==> src/rtl/mem_stage_ctrl_if.sv <==
`default_nettype none
// ============================================================================
//  Module      : mem_stage_ctrl_if
//  Description : Data-memory bus between the MEM-stage controller (master)
//                and the data memory (slave). Request-side signals are held
//                stable by the master until the single-cycle ack arrives.
//  Signals     : mem_req   master->slave  bus request
//                mem_we    master->slave  1 = write, 0 = read
//                mem_addr  master->slave  word-aligned byte address
//                mem_wdata master->slave  store data
//                mem_rdata slave->master  read data, valid with mem_ack
//                mem_ack   slave->master  single-cycle completion strobe
//  Revision    : 1.0 - initial release
// ============================================================================
interface mem_stage_ctrl_if;
  logic        mem_req;
  logic        mem_we;
  logic [31:0] mem_addr;
  logic [31:0] mem_wdata;
  logic [31:0] mem_rdata;
  logic        mem_ack;

  modport master (
    output mem_req, mem_we, mem_addr, mem_wdata,
    input  mem_rdata, mem_ack
  );

  modport slave (
    input  mem_req, mem_we, mem_addr, mem_wdata,
    output mem_rdata, mem_ack
  );
endinterface
`default_nettype wire

==> src/rtl/mem_stage_ctrl.sv <==
`default_nettype none
// ============================================================================
//  Module      : mem_stage_ctrl
//  Description : MEM-stage controller of the 5-stage MIPS pipeline. Runs a
//                req/ack data-memory transaction for aligned loads/stores,
//                stalls upstream stages while it is in flight, owns the
//                MEM/WB register, and flags misaligned accesses and bus
//                timeouts (both sticky until reset).
//  Ports       : clk, rst          clock, async active-high reset
//                i_alu_result      EX/MEM ALU result / memory byte address
//                i_store_data      EX/MEM store data (rt)
//                i_dest_reg        EX/MEM destination register
//                i_mem2reg         load: write-back value from memory
//                i_memwr           store
//                i_regwr           register write enable
//                o_stall           combinational hold of EX/MEM and earlier
//                bus               data-memory bus (master modport)
//                o_wb_value/dest/regwr  MEM/WB register outputs
//                o_err_align       sticky misaligned-access flag
//                o_err_bus         sticky bus-timeout flag
//  Parameters  : TIMEOUT           max BUSY cycles without ack (>= 2)
//  Revision    : 1.0 - initial release
// ============================================================================
module mem_stage_ctrl #(
  parameter int TIMEOUT = 16
) (
  input  wire               clk,
  input  wire               rst,
  input  wire        [31:0] i_alu_result,
  input  wire        [31:0] i_store_data,
  input  wire        [4:0]  i_dest_reg,
  input  wire               i_mem2reg,
  input  wire               i_memwr,
  input  wire               i_regwr,
  output logic              o_stall,
  mem_stage_ctrl_if.master  bus,
  output logic       [31:0] o_wb_value,
  output logic       [4:0]  o_wb_dest,
  output logic              o_wb_regwr,
  output logic              o_err_align,
  output logic              o_err_bus
);

  localparam int CW = $clog2(TIMEOUT);
  localparam logic [CW-1:0] c_CNT_LAST = CW'(TIMEOUT - 1);

  typedef enum logic [1:0] {
    S_IDLE = 2'd0,
    S_BUSY = 2'd1,
    S_DONE = 2'd2
  } state_t;

  state_t          r_state;
  logic [CW-1:0]   r_cnt;
  logic [31:0]     r_rdata_q;
  logic            r_mem_req;
  logic            r_mem_we;
  logic [31:0]     r_mem_addr;
  logic [31:0]     r_mem_wdata;
  logic [31:0]     r_wb_value;
  logic [4:0]      r_wb_dest;
  logic            r_wb_regwr;
  logic            r_err_align;
  logic            r_err_bus;

  logic            w_memop;
  logic            w_aligned;

  assign w_memop   = i_mem2reg | i_memwr;
  assign w_aligned = (i_alu_result[1:0] == 2'b00);

  // rst is folded in so the stall drops immediately on an asynchronous reset,
  // even while the held EX/MEM fields still describe an aligned memory op.
  assign o_stall = ~rst & (((r_state == S_IDLE) & w_memop & w_aligned) |
                           (r_state == S_BUSY));

  always_ff @(posedge clk or posedge rst) begin
    if (rst) begin
      r_state     <= S_IDLE;
      r_cnt       <= '0;
      r_rdata_q   <= '0;
      r_mem_req   <= 1'b0;
      r_mem_we    <= 1'b0;
      r_mem_addr  <= '0;
      r_mem_wdata <= '0;
      r_wb_value  <= '0;
      r_wb_dest   <= '0;
      r_wb_regwr  <= 1'b0;
      r_err_align <= 1'b0;
      r_err_bus   <= 1'b0;
    end else begin
      case (r_state)
        S_IDLE: begin
          if (!w_memop) begin
            r_wb_value <= i_alu_result;
            r_wb_dest  <= i_dest_reg;
            r_wb_regwr <= i_regwr;
          end else if (!w_aligned) begin
            // Misaligned access is squashed: no bus cycle, no register write.
            r_wb_value  <= i_alu_result;
            r_wb_dest   <= i_dest_reg;
            r_wb_regwr  <= 1'b0;
            r_err_align <= 1'b1;
          end else begin
            r_mem_req   <= 1'b1;
            r_mem_we    <= i_memwr;
            r_mem_addr  <= {i_alu_result[31:2], 2'b00};
            r_mem_wdata <= i_store_data;
            r_cnt       <= '0;
            r_wb_regwr  <= 1'b0;
            r_state     <= S_BUSY;
          end
        end

        S_BUSY: begin
          r_wb_regwr <= 1'b0;
          // Ack has priority over the timeout on the same cycle.
          if (bus.mem_ack) begin
            r_rdata_q <= bus.mem_rdata;
            r_mem_req <= 1'b0;
            r_state   <= S_DONE;
          end else if (r_cnt == c_CNT_LAST) begin
            r_rdata_q <= '0;
            r_mem_req <= 1'b0;
            r_err_bus <= 1'b1;
            r_state   <= S_DONE;
          end else begin
            r_cnt <= r_cnt + CW'(1);
          end
        end

        S_DONE: begin
          // EX/MEM is released on this same edge, so its fields still
          // describe the completed instruction here.
          r_wb_value <= i_mem2reg ? r_rdata_q : i_alu_result;
          r_wb_dest  <= i_dest_reg;
          r_wb_regwr <= i_regwr;
          r_state    <= S_IDLE;
        end

        default: r_state <= S_IDLE;
      endcase
    end
  end

  assign bus.mem_req   = r_mem_req;
  assign bus.mem_we    = r_mem_we;
  assign bus.mem_addr  = r_mem_addr;
  assign bus.mem_wdata = r_mem_wdata;

  assign o_wb_value  = r_wb_value;
  assign o_wb_dest   = r_wb_dest;
  assign o_wb_regwr  = r_wb_regwr;
  assign o_err_align = r_err_align;
  assign o_err_bus   = r_err_bus;

endmodule
`default_nettype wire

==> src/flat_wrapper.sv <==
// flat-port wrapper written by rule: the top's interface ports become plain ports
module mem_stage_ctrl_flat 
#(
  parameter int TIMEOUT = 16
)
  (clk, rst, i_alu_result, i_store_data, i_dest_reg, i_mem2reg, i_memwr, i_regwr, o_stall, o_wb_value, o_wb_dest, o_wb_regwr, o_err_align, o_err_bus, bus_mem_req, bus_mem_we, bus_mem_addr, bus_mem_wdata, bus_mem_rdata, bus_mem_ack);
  mem_stage_ctrl_if bus_i ();
  input  wire clk;
  input  wire rst;
  input  wire        [31:0] i_alu_result;
  input  wire        [31:0] i_store_data;
  input  wire        [4:0] i_dest_reg;
  input  wire i_mem2reg;
  input  wire i_memwr;
  input  wire i_regwr;
  output logic o_stall;
  output logic       [31:0] o_wb_value;
  output logic       [4:0] o_wb_dest;
  output logic o_wb_regwr;
  output logic o_err_align;
  output logic o_err_bus;
  output wire logic [$bits(bus_i.mem_req)-1:0] bus_mem_req;
  output wire logic [$bits(bus_i.mem_we)-1:0] bus_mem_we;
  output wire logic [$bits(bus_i.mem_addr)-1:0] bus_mem_addr;
  output wire logic [$bits(bus_i.mem_wdata)-1:0] bus_mem_wdata;
  input wire logic [$bits(bus_i.mem_rdata)-1:0] bus_mem_rdata;
  input wire logic [$bits(bus_i.mem_ack)-1:0] bus_mem_ack;
  assign bus_mem_req = bus_i.mem_req;
  assign bus_mem_we = bus_i.mem_we;
  assign bus_mem_addr = bus_i.mem_addr;
  assign bus_mem_wdata = bus_i.mem_wdata;
  assign bus_i.mem_rdata = bus_mem_rdata;
  assign bus_i.mem_ack = bus_mem_ack;
  mem_stage_ctrl #(.TIMEOUT(TIMEOUT)) u_core (.clk(clk), .rst(rst), .i_alu_result(i_alu_result), .i_store_data(i_store_data), .i_dest_reg(i_dest_reg), .i_mem2reg(i_mem2reg), .i_memwr(i_memwr), .i_regwr(i_regwr), .o_stall(o_stall), .bus(bus_i), .o_wb_value(o_wb_value), .o_wb_dest(o_wb_dest), .o_wb_regwr(o_wb_regwr), .o_err_align(o_err_align), .o_err_bus(o_err_bus));
endmodule
==> config.mk <==
export PLATFORM = sky130hd
export DESIGN_NAME = mem_stage_ctrl_flat
export DESIGN_NICKNAME = d
export VERILOG_FILES = /design/src/rtl/mem_stage_ctrl_if.sv /design/src/rtl/mem_stage_ctrl.sv /design/src/flat_wrapper.sv
export SDC_FILE = /design/constraint.sdc
export NUM_CORES = 1
export LEC_CHECK = 0
export BUFFER_PORTS_ARGS = -buffer_cell sky130_fd_sc_hd__clkbuf_2
export CAP_MARGIN = 40
export CORE_MARGIN = 2
export CORE_UTILIZATION = 30
export CTS_BUF_LIST = sky130_fd_sc_hd__clkbuf_8
export CTS_CLUSTER_DIAMETER = 30
export CTS_CLUSTER_SIZE = 14
export DETAILED_ROUTE_END_ITERATION = 8
export SETUP_SLACK_MARGIN = 0.4
export SYNTH_ARGS = -nofsm -noshare
export SYNTH_HDL_FRONTEND = slang
export SYNTH_SLANG_ARGS = --single-unit
==> constraint.sdc <==
create_clock -name clk -period 11.4 [get_ports clk]
set_clock_uncertainty 0.15 [all_clocks]
set_input_delay 1.14 -clock clk [delete_from_list [all_inputs] [get_ports clk]]
set_output_delay 1.14 -clock clk [all_outputs]
set_load 0.05 [all_outputs]
==> results of run 1 <==
final cells by class:
cell class	instances	area, um2	area share [%]
timing repair buffer	218	1149	15.38
tap	234	292.8	3.922
clock buffer	21	289.0	3.871
multi-input combinational	252	2048	27.43
sequential	142	3553	47.60
clock inverter	10	113.9	1.525
inverter	4	20.02	0.2681
cell usage in the layout (no fill, tap or decap), drive strengths merged:
cell / n
clkinv: 3
nand4: 1
conb: 2
inv: 7
clkbuf: 232
a2bb2oi: 1
o31ai: 3
and2: 1
buf: 7
a31oi: 4
o21bai: 1
a21oi: 34
nor2: 36
o21ai: 8
or2: 1
or4: 1
a21boi: 1
mux2: 69
bufinv: 2
ha: 7
nand2b: 2
or2b: 1
clkinvlp: 2
nand2: 9
a21o: 1
dfrtp: 142
a22o: 32
mux2i: 33
nand3: 4
per-stage QoR:
stage | instance area, um2 | worst slack, ns | hold WS [ns] | utilization, %
2_1_floorplan | 5733 | 6.300 | 0.3152 | -
3_3_place_gp | 7008 | 7.484 | 0.2975 | 37.46
3_5_place_dp | 7063 | 7.441 | 0.3022 | 37.76
4_1_cts | 7466 | 7.437 | 0.3209 | 39.91
5_1_grt | 7466 | 7.315 | 0.3618 | 39.91
6_report | 7466 | 7.501 | 0.3144 | 39.91
logic make-up (layout without fill, tap and decap cells):
| kind of cell | count (synthesis) | after routing | share of synthesized area [%] |
|---|---|---|---|
| flops | 142 | 142 | 62.02 |
| simple gates | 56 | 56 | 4.237 |
| fa+ha+maj | 7 | 7 | 1.529 |
| mux | 102 | 102 | 19.33 |
| other cells | 1 | 2 | 0.06545 |
| compound gates | 85 | 85 | 10.31 |
| buf+inv | 30 | 253 | 2.512 |
flip-flops by register name (all words and copies together), names as in the netlist:
name / flops
u_core.r_cnt: 4
u_core.bus.mem_we: 1
u_core.bus.mem_wdata: 32
u_core.o_wb_dest: 5
u_core.bus.mem_addr: 30
u_core.o_err_align: 1
u_core.o_wb_regwr: 1
u_core.r_state: 2
u_core.bus.mem_req: 1
u_core.r_rdata_q: 32
u_core.o_wb_value: 32
u_core.o_err_bus: 1
critical path, stage by stage:
cell and delay [ns]:
clkbuf_2 0.11, nor2_2 0.29, nand3_4 0.46, a21oi_1 0.30, clkbuf_2 0.31
per-layer routing:
| layer | vias up | track usage (%) | part of all wire [%] | routed length [um] |
|---|---|---|---|---|
| met1 | 2056 | 18.49 | 44 | 6493 |
| met2 | 152 | 23.72 | 48 | 7028 |
| met4 | 0 | 4.263 | 0.87 | 128 |
| met5 | - | 0 | 0 | 0 |
| met3 | 10 | 5.215 | 7.4 | 1086 |
| li1 | 1931 | - | - | - |
worst min path at each step:
| stage | startpoint | to | slack (ns) |
|---|---|---|---|
| after global placement | u_core.o_err_align | u_core.o_err_align | 0.30 |
| final | u_core.o_err_align | u_core.o_err_align | 0.31 |
| after global routing | u_core.bus.mem_addr[19] | u_core.bus.mem_addr[19] | 0.36 |
| after CTS | u_core.o_err_align | u_core.o_err_align | 0.32 |
| after detailed placement | u_core.o_err_align | u_core.o_err_align | 0.30 |
| after floorplan | u_core.r_rdata_q[12] | u_core.r_rdata_q[12] | 0.32 |
==> impl_metrics.env, run 1 <==
export IMPL_synth_most_common_cell="dfrtp_1"
export IMPL_cts_setup_buffers=0
export IMPL_clock_sinks=142
export IMPL_ys_ff_latch=142
export IMPL_netlist_top_cells_area="dfrtp_1 (62%), mux2_1 (12%), mux2i_1 (5.8%)"
export IMPL_worst_slew_pin_slew_ns=0.8370
export IMPL_synthCells=423
export IMPL_grt_pass1_vias=4290
export IMPL_grt_overflow=0
export IMPL_rsz0062_at_grt="no"
export IMPL_num_rows=50
export IMPL_syn_mean_instance_area_um2=13.54
export IMPL_drive_above_1_share_pct=40.19
export IMPL_place_inst=850
export IMPL_cts_path_max_buffers=2
export IMPL_clk_pin_slew_ns=0.08
export IMPL_wl_per_cell_um=16.73
export IMPL_synth_top_area_share_pct=62.02
export IMPL_synth_async_sr_flop_share_pct=100.0
export IMPL_netlist_cell_type_count=31
export IMPL_synthFlopType="dfrtp_1"
export IMPL_root_buffer="clkbuf_8"
export IMPL_post_dp_hpwl_um=10560
export IMPL_yosysSeqAreaShare_pct=62.02
export IMPL_wl_um=14740
export IMPL_r2r_cells=5
export IMPL_grtUsageTotal_pct=14.64
export IMPL_crit_start="i_alu_result[1]"
export IMPL_hp_class="reg -> reg"
export IMPL_hold_depth=1
export IMPL_grt_pass1_wl_um=22710
export IMPL_vias=4149
export IMPL_fp_dieH_um=142.2
export IMPL_synth_area_mm2=0.005729
export IMPL_regToRegSetupSlack_ns=8.84
export IMPL_finalCriticalPeriod_ns=3.899
export IMPL_cts_inserted_buffers=17
export IMPL_detail_route_antenna_nets=0
export IMPL_die_area_mm2=0.02022
export IMPL_finalSetupTns_ns=0
export IMPL_post_cts_resized=0
export IMPL_io_pins=214
export IMPL_core_area_mm2=0.01871
export IMPL_layout_nets=749
export IMPL_finalNonFillerCells=881
export IMPL_yosysWarnings=0
export IMPL_start_util_pct=30.63
export IMPL_clock_fmax_ghz=0.2565
export IMPL_hold_buffers=0
export IMPL_area_growth_pct=30.31
export IMPL_drt_iter0_markers=129
export IMPL_vias_per_cell=4.709
export IMPL_tritoncts="built"
export IMPL_fillCellCount=1779
export IMPL_fp_dieW_um=142.2
export IMPL_finalHoldViolCount=0
export IMPL_slew_headroom_pct=44.20
export IMPL_synth_top_cells_by_count="dfrtp_1 (142), mux2_1 (63), nor2_1 (35), a21oi_1 (34), mux2i_1 (33)"
export IMPL_htree_levels=4
export IMPL_drc_errors=0
export IMPL_drtPass1Iterations=4
export IMPL_crit_required_ns=10.11
export IMPL_arrival_ns=2.61
export IMPL_insertedDiodeCount=0
export IMPL_max_cap_violations=0
export IMPL_final_period_utilization_pct=34.20
export IMPL_portBuffers=211
export IMPL_critPathMaxFanout=29
export IMPL_clkLatencyLatePin_ns=0.44
export IMPL_worstSetupStartpointType="input port"
export IMPL_slew_violations=0
export IMPL_antenna_found_initial=0
export IMPL_crit_path_end_kind="output port"
export IMPL_synth_edf_count=0
export IMPL_endpoint="o_stall"
export IMPL_r2r_start="u_core.r_state[1]"
export IMPL_r2r_end="u_core.bus.mem_wdata[14]"
export IMPL_setup_viol=0
export IMPL_outcome="finished clean"
export IMPL_gp_congestion=0.7459
export IMPL_grt_max_degree=70
export IMPL_path_class="in -> out"
export IMPL_synth_area_leader_cell="dfrtp_1"
Power of run 1 is left out: the tool's default activity adds up to more than one toggle a clock period on the data nets, which glitch-free logic cannot reach.
==> run 2: changes to the inputs <==
clock period = 3.5 ns   (was 11.4 ns; I/O delays follow)
==> run 2 against run 1 <==
Compared with the run above:
- design area is 14% higher
- non-clock buffer count rose by 107
- hold slack worse by 0.21 ns
- die area did not move
- sequential cell count unchanged
- global-route usage is 1.7 points higher
- register-to-register slack got worse by 7.9 ns
- core utilization up 5.8 points
- wire length grew 11%
- critical endpoint unchanged
==> impl_metrics.env, run 2 (same netlist as run 1, synthesis figures left out) <==
export IMPL_tritoncts="built"
export IMPL_grt_pass1_vias=4827
export IMPL_io_pins=214
export IMPL_slowest_delay_ns=0.42
export IMPL_worstSetupStartpointType="register"
export IMPL_wl_um=16320
export IMPL_clock_fmax_ghz=0.3446
export IMPL_crit_required_ns=3.00
export IMPL_rsz0062_at_grt="no"
export IMPL_outcome="finished clean"
export IMPL_grtUsageTotal_pct=16.29
export IMPL_arrival_ns=2.40
export IMPL_area_growth_pct=49.18
export IMPL_fp_dieH_um=142.2
export IMPL_max_cap_violations=0
export IMPL_drive_above_1_share_pct=35.10
export IMPL_power_leakage_uw=0.004299
export IMPL_finalSetupTns_ns=0
export IMPL_final_period_utilization_pct=82.92
export IMPL_num_rows=50
export IMPL_vias=4633
export IMPL_hp_class="in -> reg"
export IMPL_grt_max_degree=68
export IMPL_fp_dieW_um=142.2
export IMPL_drt_iter0_markers=151
export IMPL_worst_slew_pin_slew_ns=0.8380
export IMPL_clkLatencyLatePin_ns=0.45
export IMPL_clock_sinks=142
export IMPL_ir_drop_v=0.0005337
export IMPL_post_dp_hpwl_um=10650
export IMPL_cts_inserted_buffers=17
export IMPL_cts_path_max_buffers=2
export IMPL_wl_per_cell_um=16.50
export IMPL_critPathMaxFanout=26
export IMPL_grt_overflow=0
export IMPL_root_buffer="clkbuf_8"
export IMPL_setup_viol=0
export IMPL_drc_errors=0
export IMPL_cp_slowest_cell="dfrtp_1"
export IMPL_start_util_pct=30.63
export IMPL_mostFrequentLayoutCells="clkbuf_2 (211), dfrtp_1 (142), dlygate4sd3_1 (103)"
export IMPL_detail_route_antenna_nets=0
export IMPL_final_common_cell="clkbuf_2"
export IMPL_die_area_mm2=0.02022
export IMPL_insertedDiodeCount=0
export IMPL_antenna_found_initial=0
export IMPL_drtPass1Iterations=6
export IMPL_finalCriticalPeriod_ns=2.902
export IMPL_portBuffers=211
export IMPL_hold_slack_ns=0.1056
export IMPL_core_area_mm2=0.01871
export IMPL_slew_violations=0
export IMPL_gp_congestion=0.7682
export IMPL_path_cells="inv_1 -> ha_1 -> nand3_4 -> a21oi_1 -> clkbuf_2"
export IMPL_htree_levels=4
export IMPL_layout_nets=856
export IMPL_vias_per_cell=4.685
export IMPL_grt_pass1_wl_um=25370
export IMPL_fin_util_pct=45.69
export IMPL_post_cts_resized=0
export IMPL_slew_headroom_pct=44.14
export IMPL_clk_pin_slew_ns=0.08
export IMPL_crit_path_end_kind="output port"
export IMPL_path_class="reg -> out"
export IMPL_finalHoldViolCount=0
export IMPL_power_density_mw_per_mm2=1047
## run 2: cell types whose count changed in the layout (fill, tap and decap cells not counted), moves of 2 or more
cell | before | now
dlygate4sd3_1 | 0 | 103
clkbuf_8 | 21 | 18
buf_16 | 2 | 0
bufinv_16 | 2 | 4
buf_4 | 5 | 9
buf_12 | 0 | 2
## run 2: metrics by stage
stage,cell area (um2),std cells,power [uW],worst slack (ns)
3_5_place_dp,7077,854,7428,0.9064
2_1_floorplan,5737,424,6262,1.001
3_3_place_gp,7057,853,7305,1.054
5_1_grt,8547,989,9415,0.4008
6_report,8547,989,8947,0.5978
4_1_cts,8547,989,9014,0.4943
## run 2: path summary, 6_finish.rpt
| check | start | to | slack [ns] | depth (start not counted) |
|---|---|---|---|---|
| max | u_core.r_state[1] | o_stall | 0.60 | 5 |
| min | i_alu_result[0] | u_core.o_wb_value[0] | 0.11 | 3 |
| max reg2reg | u_core.r_state[1] | u_core.o_wb_value[13] | 0.93 | 7 |
| min reg2reg | u_core.o_err_align | u_core.o_err_align | 0.33 | 1 |
| min in group asynchronous | rst | u_core.bus.mem_wdata[22] | 0.32 | 3 |
| max in group asynchronous | rst | u_core.o_wb_value[30] | 1.73 | 5 |
## run 2: cell type report
cell class / count / area, um2
clock inverter: 14 / 191.4
clock buffer: 18 / 247.7
tap: 234 / 292.8
sequential: 142 / 3553
multi-input combinational: 252 / 2048
fill: 1657 / 10160
timing repair buffer: 325 / 2195
inverter: 4 / 18.77
## run 2: layer usage
layer | part of all wire (%) | global-route usage, % | vias up
li1 | - | - | 2145
met1 | 43 | 20.60 | 2291
met2 | 49 | 26.70 | 178
met3 | 6.8 | 4.509 | 19
met4 | 1.4 | 6.105 | 0
met5 | 0 | 0 | -
## run 2: power by group
group          switching, uW  internal (uW)
registers                450           2440
clock network            674            797
logic                   3340           1240
## run 2: timing repair
action / 4_1_cts / 5_1_grt
endpoints found under the setup margin: 0 / 1
hold endpoints to repair: 119 / 0
hold buffers: 103 / 0
setup buffers: 0 / 0
## run 2: worst max-delay path: cells and delay by family (launching register included)
family / cells / cell delay, ns
AOI/OAI and AO/OA: 1 / 0.28
and+or+nand+nor: 1 / 0.42
buffers and inverters: 2 / 0.48
adders and majority gates: 1 / 0.37
DFF: 1 / 0.42
(Power assumes the default switching activity.)
==> run 3: changes to the inputs <==
ABC_AREA = 1   (was default)
clock period = 3 ns   (was 3.5 ns; I/O delays follow)
==> run 3 against run 2 <==
Compared with the run above:
- sequential power rose by 12%
- core utilization fell by 1.7 points
- area after synthesis rose by 7.5%
- clock-buffer cell count rose by 1
- global-route usage rose by 0.73 points
- synthesized cell count rose by 71%
- sequential cell count did not move
- critical path type unchanged
==> impl_metrics.env, run 3 <==
export IMPL_outcome="finished clean"
export IMPL_hp_class="in -> reg"
export IMPL_p_switching_uw=5181
export IMPL_synth_area_leader_cell="dfrtp_1"
export IMPL_root_buffer="clkbuf_8"
export IMPL_post_dp_hpwl_um=11700
export IMPL_pwr_share_comb_pct=52.3
export IMPL_clk_pin_slew_ns=0.08
export IMPL_htree_levels=4
export IMPL_io_pins=214
export IMPL_layout_nets=1140
export IMPL_vias=5612
export IMPL_arrival_ns=1.97
export IMPL_synthFlopType="dfrtp_1"
export IMPL_path_class="reg -> out"
export IMPL_finalCriticalPeriod_ns=2.417
export IMPL_worstSetupStartpointType="register"
export IMPL_drt_iter0_markers=332
export IMPL_slew_violations=0
export IMPL_drive_above_1_share_pct=24.93
export IMPL_power_density_mw_per_mm2=1122
export IMPL_cp_top_family="buffers and inverters"
export IMPL_drc_errors=0
export IMPL_worst_slew_pin_slew_ns=0.7411
export IMPL_area_growth_pct=43.95
export IMPL_critPathMaxFanout=13
export IMPL_seqPwrFrac_pct=32.6
export IMPL_fillCellCount=1949
export IMPL_synth_edf_count=0
export IMPL_synth_top_cells_by_count="nand2_1 (236), dfrtp_1 (142), o21ai_0 (127), inv_1 (106), nand3_1 (38)"
export IMPL_internal_power_uw=4770
export IMPL_num_rows=52
export IMPL_ir_drop_v=0.0007304
export IMPL_drtPass1Iterations=5
export IMPL_core_area_mm2=0.02017
export IMPL_grt_overflow=0
export IMPL_cts_inserted_buffers=17
export IMPL_synth_async_sr_flop_share_pct=100.0
export IMPL_fp_dieH_um=147.3
export IMPL_clockPowerShare_pct=15.2
export IMPL_ys_ff_latch=142
export IMPL_worst_slack_ns=0.5833
export IMPL_switching_share_pct=52.06
export IMPL_finalSetupTns_ns=0
export IMPL_vias_per_cell=4.287
export IMPL_cts_path_max_buffers=2
export IMPL_grt_pass1_wl_um=28740
export IMPL_setup_viol=0
export IMPL_finalHoldViolCount=0
export IMPL_synth_area_mm2=0.006158
export IMPL_die_area_mm2=0.02169
export IMPL_power_leakage_uw=0.004873
export IMPL_synth_top_area_share_pct=57.70
export IMPL_syn_mean_instance_area_um2=8.506
export IMPL_crit_required_ns=2.55
export IMPL_wl_per_cell_um=13.73
export IMPL_max_cap_violations=0
export IMPL_multi_input_area_mm2=0.001989
export IMPL_synth_most_common_cell="nand2_1"
export IMPL_grtUsageTotal_pct=17.02
export IMPL_netlist_top_cells_area="dfrtp_1 (58%), nand2_1 (14%), o21ai_0 (10%)"
export IMPL_rsz0062_at_grt="no"
export IMPL_synthCells=724
export IMPL_crit_buf_inv=2
export IMPL_clock_fmax_ghz=0.4138
export IMPL_grt_pass1_vias=5470
export IMPL_slowest_delay_ns=0.42
export IMPL_mostFrequentLayoutCells="nand2_1 (235), clkbuf_2 (210), dfrtp_1 (142)"
export IMPL_grt_max_degree=117
export IMPL_wl_um=17970
export IMPL_final_period_utilization_pct=80.56
export IMPL_yosysWarnings=0
export IMPL_final_common_cell="nand2_1"
export IMPL_path_cells="inv_1 -> ha_1 -> nand3_4 -> a21oi_1 -> buf_2"
export IMPL_portBuffers=211
export IMPL_regArea_mm2=0.003553
export IMPL_power_uw=9951
export IMPL_yosysSeqAreaShare_pct=57.70
export IMPL_cp_slowest_cell="dfrtp_1"
export IMPL_clkLatencyLatePin_ns=0.44
export IMPL_netlist_cell_type_count=23
export IMPL_slew_headroom_pct=50.52
export IMPL_antenna_found_initial=1
export IMPL_fp_dieW_um=147.3
export IMPL_detail_route_antenna_nets=0
export IMPL_tritoncts="built"
export IMPL_start_util_pct=30.53
export IMPL_clock_sinks=142
export IMPL_gp_congestion=0.7877
export IMPL_insertedDiodeCount=0
export IMPL_crit_path_end_kind="output port"
export IMPL_place_ws_ns=0.9276
-- run 3: changes by cell type in the layout (fill, tap and decap cells not counted), moves of 34 or more --
cell     change
nand2_1    +227
o21ai_0    +119
inv_1      +103
mux2_1      -63
nand3_1     +34
-- run 3: worst paths after layout --
path | from | to | slack (ns) | cells after the start
worst max-delay path | u_core.r_state[1] | o_stall | 0.58 | 5
worst min register to register | u_core.o_wb_value[10] | u_core.o_wb_value[10] | 0.33 | 2
min in group asynchronous | rst | u_core.o_err_bus | 0.27 | 3
worst max register to register | u_core.r_state[0] | u_core.o_wb_value[30] | 0.88 | 7
worst min-delay path | i_memwr | u_core.o_err_align | 0.05 | 3
max in group asynchronous | rst | u_core.bus.mem_wdata[16] | 1.69 | 4
-- run 3: final cells by class --
| type | instances | area share [%] |
|---|---|---|
| sequential | 142 | 40.08 |
| timing repair buffer | 322 | 24.73 |
| multi-input combinational | 436 | 22.44 |
| inverter | 107 | 4.573 |
| tap | 270 | 3.811 |
| clock buffer | 19 | 2.950 |
| clock inverter | 13 | 1.411 |
-- run 3: routing by layer --
layer	routed length [um]	vias to the layer above	part of all wire [%]	global-route usage, %
met5	11	-	0.061	0
met2	8633	171	48	27.85
li1	-	2840	-	-
met4	162	2	0.90	4.423
met3	1074	15	6.0	4.658
met1	8089	2584	45	22.39
-- run 3: what timing repair did --
item,in CTS,in global routing
gates resized for setup,0,2
hold endpoints to repair,123,0
hold buffers,101,0
setup buffers,0,0
setup endpoints to repair,0,1
-- run 3: metrics by stage --
step,cell area (um2),instances,hold WS (ns),util [%]
3_3_place_gp,7457,1176,0.1815,36.97
4_1_cts,8855,1309,0.01038,43.90
3_5_place_dp,7457,1176,0.1826,36.97
2_1_floorplan,6166,725,0.2596,-
6_report,8865,1309,0.04944,43.95
5_1_grt,8865,1309,0.03948,43.95
-- run 3: power by group through the flow --
| stage | Sequential, uW | Combinational [uW] | Clock (uW) |
|---|---|---|---|
| final | 3240 | 5200 | 1510 |
| after floorplan | 5500 | 1610 | 0 |
| after global routing | 3340 | 5650 | 1660 |
| after detailed placement | 3260 | 5130 | 0 |
| after CTS | 3230 | 5240 | 1570 |
| after global placement | 3250 | 5090 | 0 |
-- run 3: cell families (layout without fill, tap and decap cells) --
group	Yosys count	count (layout)	share of synthesized area, %
AOI/OAI and AO/OA	136	136	11.21
adders and majority gates	7	7	1.422
DFF	142	142	57.70
buffers and inverters	147	461	10.50
xor gates and xnor gates	1	1	0.1422
other	1	2	0.06089
and+or+nand+nor	290	290	18.96
-- run 3: worst reg2reg max path, stage by stage, from the launching register on --
cell	delay, ns
dfrtp_1	0.47
inv_1	0.12
ha_1	0.27
nand3_4	0.21
nand2_4	0.07
inv_2	0.55
nand2_1	0.13
nand2_1	0.09
